File: src/rtl/mem_pkg.sv
// mem_pkg: shared types and constants for the memory stage.
//   wb_sel_e    - writeback source select
//   LS_*        - load/store width encodings (funct3)
//   mem_state_e - memory access FSM states
//   ex_mem_t    - EX/MEM stage register contents
package mem_pkg;

  typedef enum logic [1:0] {
    WB_MEM    = 2'b00,
    WB_ALU    = 2'b01,
    WB_PC_INC = 2'b10,
    WB_ZERO   = 2'b11
  } wb_sel_e;

  localparam logic [2:0] LS_B  = 3'b000;
  localparam logic [2:0] LS_H  = 3'b001;
  localparam logic [2:0] LS_W  = 3'b010;
  localparam logic [2:0] LS_BU = 3'b100;
  localparam logic [2:0] LS_HU = 3'b101;

  typedef enum logic {
    IDLE = 1'b0,
    RESP = 1'b1
  } mem_state_e;

  typedef struct packed {
    logic        valid;
    logic [31:0] inst;
    logic [31:0] alu_result;
    logic [31:0] data_2;
    logic        mem_rw;
    logic [2:0]  ls_mode;
    wb_sel_e     wb_sel;
    logic [31:0] pc_inc;
    logic        reg_wr_en;
  } ex_mem_t;

endpackage

File: src/rtl/load_store_align.sv
// load_store_align: combinational lane steering for data-memory accesses.
//   i_addr_lo     - low two address bits (byte offset)
//   i_mode        - funct3 width/extension; undefined encodings act as word
//   i_store_data  - rs2 store data
//   i_rdata       - raw bus read data
//   o_be          - byte enables
//   o_wdata       - lane-replicated store data
//   o_load_data   - shifted and extended load result
//   o_misalign    - access not naturally aligned
// The offset used for steering is truncated to natural alignment, so a
// misaligned access that is not trapped still hits a consistent lane.
module load_store_align
  import mem_pkg::*;
(
  input  logic [1:0]  i_addr_lo,
  input  logic [2:0]  i_mode,
  input  logic [31:0] i_store_data,
  input  logic [31:0] i_rdata,
  output logic [3:0]  o_be,
  output logic [31:0] o_wdata,
  output logic [31:0] o_load_data,
  output logic        o_misalign
);

  logic        w_is_byte;
  logic        w_is_half;
  logic [1:0]  w_off;
  logic [31:0] w_shifted;

  assign w_is_byte = (i_mode == LS_B) || (i_mode == LS_BU);
  assign w_is_half = (i_mode == LS_H) || (i_mode == LS_HU);

  assign w_off = w_is_byte ? i_addr_lo :
                 w_is_half ? {i_addr_lo[1], 1'b0} : 2'b00;

  assign o_be = w_is_byte ? (4'b0001 << w_off) :
                w_is_half ? (4'b0011 << w_off) : 4'b1111;

  assign o_wdata = w_is_byte ? {4{i_store_data[7:0]}} :
                   w_is_half ? {2{i_store_data[15:0]}} : i_store_data;

  assign w_shifted = i_rdata >> {w_off, 3'b000};

  always_comb begin
    o_load_data = w_shifted;
    case (i_mode)
      LS_B:    o_load_data = {{24{w_shifted[7]}}, w_shifted[7:0]};
      LS_BU:   o_load_data = {24'h0, w_shifted[7:0]};
      LS_H:    o_load_data = {{16{w_shifted[15]}}, w_shifted[15:0]};
      LS_HU:   o_load_data = {16'h0, w_shifted[15:0]};
      default: o_load_data = w_shifted;
    endcase
  end

  assign o_misalign = (w_is_half & i_addr_lo[0]) |
                      (~w_is_byte & ~w_is_half & (|i_addr_lo));

endmodule

File: src/rtl/memory_stage.sv
// memory_stage: EX/MEM register, data-memory access FSM, writeback register.
//   clk, reset (async, active-low)
//   i_*             - execute-stage results
//   o_mem_stall     - hold upstream; stage register does not load
//   o_dmem_*/i_dmem_* - req/gnt/rvalid data-memory bus
//   o_mem_*         - registered writeback fields
// Optional build macro MEMORY_MISALIGN_TRAP_EN: misaligned H/W accesses skip
// the bus and retire with o_mem_misalign=1 and writeback suppressed. Without
// it the offset is truncated to natural alignment and o_mem_misalign is 0.
//
// state | meaning
// IDLE  | request driven when S holds a memory op; store completes on gnt
// RESP  | load granted, waiting for rvalid
module memory_stage
  import mem_pkg::*;
#(
  parameter int XLEN = 32
) (
  input  logic            clk,
  input  logic            reset,
  input  logic            i_valid,
  input  logic [31:0]     i_inst,
  input  logic [XLEN-1:0] i_alu_result,
  input  logic [XLEN-1:0] i_data_2,
  input  logic            i_mem_rw,
  input  logic [2:0]      i_load_store_mode,
  input  logic [1:0]      i_wb_sel,
  input  logic [XLEN-1:0] i_pc_inc,
  input  logic            i_reg_wr_en,
  output logic            o_mem_stall,
  output logic            o_dmem_req,
  output logic            o_dmem_we,
  output logic [XLEN-1:0] o_dmem_addr,
  output logic [3:0]      o_dmem_be,
  output logic [XLEN-1:0] o_dmem_wdata,
  input  logic            i_dmem_gnt,
  input  logic            i_dmem_rvalid,
  input  logic [XLEN-1:0] i_dmem_rdata,
  output logic            o_mem_valid,
  output logic [31:0]     o_mem_inst,
  output logic [4:0]      o_mem_rd,
  output logic [XLEN-1:0] o_mem_wb_data,
  output logic            o_mem_reg_wr_en,
  output logic            o_mem_misalign
);

  ex_mem_t    r_s;
  ex_mem_t    w_s_next;
  mem_state_e r_state;

  logic        r_w_valid;
  logic [31:0] r_w_inst;
  logic [31:0] r_w_wb_data;
  logic        r_w_reg_wr_en;
  logic        r_w_misalign;

  logic        w_is_store;
  logic        w_is_load;
  logic        w_trap;
  logic        w_memop;
  logic        w_done;
  logic        w_req;
  logic        w_wb_take;
  logic [3:0]  w_be;
  logic [31:0] w_wdata;
  logic [31:0] w_load_data;
  logic [31:0] w_wb_data;
  logic        w_misalign;

  assign w_s_next = '{valid: i_valid, inst: i_inst, alu_result: i_alu_result,
                      data_2: i_data_2, mem_rw: i_mem_rw,
                      ls_mode: i_load_store_mode, wb_sel: wb_sel_e'(i_wb_sel),
                      pc_inc: i_pc_inc, reg_wr_en: i_reg_wr_en};

  load_store_align u_align (
    .i_addr_lo    (r_s.alu_result[1:0]),
    .i_mode       (r_s.ls_mode),
    .i_store_data (r_s.data_2),
    .i_rdata      (i_dmem_rdata),
    .o_be         (w_be),
    .o_wdata      (w_wdata),
    .o_load_data  (w_load_data),
    .o_misalign   (w_misalign)
  );

  assign w_is_store = r_s.valid & r_s.mem_rw;
  assign w_is_load  = r_s.valid & (r_s.wb_sel == WB_MEM) & ~r_s.mem_rw;

`ifdef MEMORY_MISALIGN_TRAP_EN
  assign w_trap = (w_is_store | w_is_load) & w_misalign;
`else
  logic w_unused_misalign;
  assign w_unused_misalign = w_misalign;
  assign w_trap = 1'b0;
`endif

  assign w_memop = (w_is_store | w_is_load) & ~w_trap;
  assign w_req   = (r_state == IDLE) & w_memop;
  assign w_done  = ((r_state == IDLE) & w_memop & w_is_store & i_dmem_gnt) |
                   ((r_state == RESP) & i_dmem_rvalid);

  assign o_mem_stall = w_memop & ~w_done;
  assign w_wb_take   = r_s.valid & (~w_memop | w_done);

  // Bus fields are gated by the request so they read 0 when idle.
  assign o_dmem_req   = w_req;
  assign o_dmem_we    = w_req & r_s.mem_rw;
  assign o_dmem_addr  = w_req ? {r_s.alu_result[31:2], 2'b00} : '0;
  assign o_dmem_be    = w_req ? w_be : 4'b0000;
  assign o_dmem_wdata = w_req ? w_wdata : '0;

  always_comb begin
    w_wb_data = '0;
    case (r_s.wb_sel)
      WB_MEM:    w_wb_data = w_load_data;
      WB_ALU:    w_wb_data = r_s.alu_result;
      WB_PC_INC: w_wb_data = r_s.pc_inc;
      default:   w_wb_data = '0;
    endcase
  end

  always_ff @(posedge clk or negedge reset) begin
    if (!reset) begin
      r_state <= IDLE;
    end else begin
      case (r_state)
        IDLE:    if (w_memop && w_is_load && i_dmem_gnt) r_state <= RESP;
        RESP:    if (i_dmem_rvalid) r_state <= IDLE;
        default: r_state <= IDLE;
      endcase
    end
  end

  always_ff @(posedge clk or negedge reset) begin
    if (!reset) begin
      r_s <= '0;
    end else if (!o_mem_stall) begin
      r_s <= w_s_next;
    end
  end

  // Misalign flag is cleared with valid so it only ever marks a retiring op.
  always_ff @(posedge clk or negedge reset) begin
    if (!reset) begin
      r_w_valid     <= 1'b0;
      r_w_inst      <= '0;
      r_w_wb_data   <= '0;
      r_w_reg_wr_en <= 1'b0;
      r_w_misalign  <= 1'b0;
    end else if (w_wb_take) begin
      r_w_valid     <= 1'b1;
      r_w_inst      <= r_s.inst;
      r_w_wb_data   <= w_wb_data;
      r_w_reg_wr_en <= r_s.reg_wr_en & ~w_trap;
      r_w_misalign  <= w_trap;
    end else begin
      r_w_valid     <= 1'b0;
      r_w_reg_wr_en <= 1'b0;
      r_w_misalign  <= 1'b0;
    end
  end

  assign o_mem_valid     = r_w_valid;
  assign o_mem_inst      = r_w_inst;
  assign o_mem_rd        = r_w_inst[11:7];
  assign o_mem_wb_data   = r_w_wb_data;
  assign o_mem_reg_wr_en = r_w_reg_wr_en;
  assign o_mem_misalign  = r_w_misalign;

endmodule

File: config.mk
export PLATFORM = sky130hd
export DESIGN_NAME = memory_stage
export DESIGN_NICKNAME = d
export VERILOG_FILES = /design/src/rtl/mem_pkg.sv /design/src/rtl/load_store_align.sv /design/src/rtl/memory_stage.sv
export SDC_FILE = /design/constraint.sdc
export NUM_CORES = 1
export LEC_CHECK = 0
export CAP_MARGIN = 0
export CORE_MARGIN = 1.5
export CORE_UTILIZATION = 25
export DETAILED_ROUTE_END_ITERATION = 16
export PLACE_DENSITY_LB_ADDON = 0.1
export SYNTH_ARGS = -nofsm -noshare
export SYNTH_HDL_FRONTEND = slang
export SYNTH_SLANG_ARGS = --single-unit
File: constraint.sdc
create_clock -name clk -period 4.4 [get_ports clk]
set_input_delay 0.88 -clock clk [delete_from_list [all_inputs] [get_ports clk]]
set_output_delay 0.88 -clock clk [all_outputs]
set_load 0.02 [all_outputs]
==> results of run 1 <==
==> report_power, final <==
group          switching [mW]  internal, mW  leakage, nW
Combinational            3.26          2.86         2.91
Sequential              0.608          2.80         2.39
Clock                   0.855          1.30        0.427
Total                    4.72          6.96         5.73
==> metal layers <==
metal | vias up | part of all wire (%) | global-route usage [%]
li1 | 3498 | - | -
met1 | 3687 | 45 | 22.7
met2 | 215 | 47 | 27.4
met3 | 40 | 5.9 | 3.94
met4 | 4 | 1.8 | 3.73
met5 | - | 0.073 | 0
==> state kept, by name, indices dropped and copies added (netlist names) <==
name,cells
r_s,136
o_mem_inst,32
o_mem_wb_data,32
o_mem_reg_wr_en,1
o_mem_valid,1
r_state,1
==> final timing paths <==
| kind | startpoint | endpoint | slack [ns] | cells after the start |
|---|---|---|---|---|
| setup / recovery | r_s[71] | o_dmem_be[1] | 0.57 | 6 |
| min in group clk | o_mem_inst[30] | o_mem_inst[30] | 0.46 | 2 |
| hold reg to reg | o_mem_inst[30] | o_mem_inst[30] | 0.46 | 2 |
| setup reg to reg | r_s[36] | o_mem_wb_data[29] | 1.90 | 5 |
| max in group asynchronous | reset | r_s[107] | 3.10 | 2 |
| hold / removal | reset | r_s[132] | 0.35 | 1 |
==> metrics by stage <==
| step | utilization (%) | instance area, um2 | instances | total power [mW] | setup WS, ns |
|---|---|---|---|---|---|
| floorplan | - | 9410 | 829 | 7.06 | 1.67 |
| global placement | 35.2 | 13000 | 1556 | 9.64 | 1.04 |
| detailed placement | 35.2 | 13000 | 1556 | 9.68 | 1.04 |
| CTS | 37.6 | 13800 | 1604 | 11.9 | 0.538 |
| global route | 37.6 | 13800 | 1605 | 12.5 | 0.388 |
| finish | 37.6 | 13800 | 1606 | 11.7 | 0.571 |
==> synthesized netlist by cell type, drive strengths merged (9+ instances only) <==
cell type and number:
mux2 139, and2 39, o21ai 23, buf 32, dfrtp 203, o22ai 20, nand2 122, a21oi 31
nor2 53, clkbuf 34, a22o 12, a221oi 23, o211ai 9, mux2i 21, inv 12
==> worst max-delay path: stages (launching register included) <==
cell	delay, ns
dfrtp_1	0.49
or3b_1	0.58
inv_1	0.22
ha_1	0.16
o21ai_0	0.08
a21oi_1	0.20
clkdlybuf4s50_1	0.68
==> cells by family after synthesis <==
kind of cell | Yosys count | share of synthesized area [%]
AND/OR/NAND/NOR | 240 | 11.5
flip-flops | 203 | 54.0
multiplexers | 165 | 20.1
AO/OA/AOI/OAI | 137 | 10.0
buffers and inverters | 78 | 3.89
adder cells (fa/ha/maj) | 3 | 0.399
other | 1 | 0.0399
==> final cells by class <==
class	count	area (um2)
Clock inverter	9	78.8
Multi-Input combinational cell	548	3990
Fill cell	3710	23000
Sequential cell	203	5080
Antenna cell	2	5.00
Inverter	12	45.0
Timing Repair Buffer	325	3260
Tap cell	468	586
Clock buffer	39	791
==> key figures, run 1 <==
Synth
  • Async SR Flop Fraction: 100%
  • Area leader, netlist: dfrtp_1
  • FF+latch count, synth: 203
  • Post-synthesis cell area: about 9400 um2
  • Synth warn: 0
  • Post-synth EDFFs: 0
  • Unique masters post-synth: 44
  • Seq/Total Area, Yosys: between 50% and 60%
  • Ys flop type: dfrtp_1
  • Post-Syn Area per Cell: 11.4 um2
  • Synth area leaders: dfrtp_1 (54%), mux2_2 (17%), nand2_1 (4.9%), and2_1 (2.6%), mux2i_1 (2.2%)
  • Synth top area share: 54.0%
  • Cell count after synthesis: 827

Detailed routing
  • Post-Route WL: 32800 um
  • Vias/cell: about 4.6
  • Drt wl/cell: slightly above 20 um
  • Drt pass-1 iters: 4
  • Final ANT Viol Nets: 0
  • Initial DRC Count: approximately 260
  • Vias: roughly 7400
  • DRC: 0

Setup path
  • Critical path capture point type: output port
  • Worst setup path category: register to output port
  • CP Max Fanout: 9
  • Crit path DAT: a little under 3 ns
  • WP data required: roughly 3.5 ns
  • Crit start category: register

Timing
  • Hold WS: around 0.35 ns
  • Rel. slew slack: about 34%
  • Final max-slew violation count: 0
  • Period utilisation layout: approximately 87%
  • Minimum clock period: between 3 and 4 ns
  • Setup violators final: 0
  • Setup Skew: around 0.015 ns
  • Fmax: 261 MHz
  • Hold Fails Final Rpt: 0
  • Sum of negative setup slack: 0 ns
  • Slew @ Worst Pin: approximately 1 ns
  • RSZ-0062 raised after global routing: no

Run status
  • Outcome: complete, no violations

Clocking
  • TritonCTS Buffers: 27
  • H-tree depth: 1
  • Clk Latency, worst-skew pair: about 0.53 ns
  • Setup bufs post-CTS: 0
  • CTS tree: done
  • # resized after CTS: 0
  • Register clock-pin slew on the reported worst setup and hold paths: ~0.060 ns
  • Hold-fix buffers, CTS: 0
  • Sink Count: about 200
  • Root buffer cell: clkbuf_16
  • Clk buf depth: 3

Die
  • Die area: a little under 40000 um2
  • Die Span X: roughly 200 um
  • Die Ht: around 200 um
  • Top-level I/O count: roughly 320
  • CORE AREA: between 30000 and 40000 um2
  • Starting Density: approximately a quarter
  • Row count: 70

GRT
  • Global-route wire length before repair: 49700 um
  • Grt ovf: 0
  • Largest net degree at the start of global routing: 137
  • GRT Total Usage: approximately 17%
  • Initial antenna violation count: 4
  • Vias in the first global route: between 7000 and 8000

Finish
  • Layout cells sized above 1: a little under a fifth
  • Commonest non-fill, non-tap cells in the layout: clkdlybuf4s50_1 (309), dfrtp_1 (203), mux2_2 (139), nand2_1 (122), nor2_1 (53)
  • Layout area overhead: 47.1%
  • Nets: around 1300
  • Commonest non-fill, non-tap cell in the layout: clkdlybuf4s50_1

Placed design
  • Final HPWL DP: ~22000 um
  • Number of buffers added on ports: 311
  • GP Congestion: ~0.72

Power
  • Cell Pwr Density: approximately 840 nW/um2
  • Worst vdd ir: 0.640 mV
  • P_leak: 5.73 nW

Hold path
  • HP Class: input port to async pin

Job
  • Maxcap violations: 0
Power figures use the tool's default switching activity.
==> run 2: changes to the inputs <==
- SLEW_MARGIN: unset -> 0
==> results of run 2 <==
The final DEF is identical to that of run 1; final timing and power are the same.
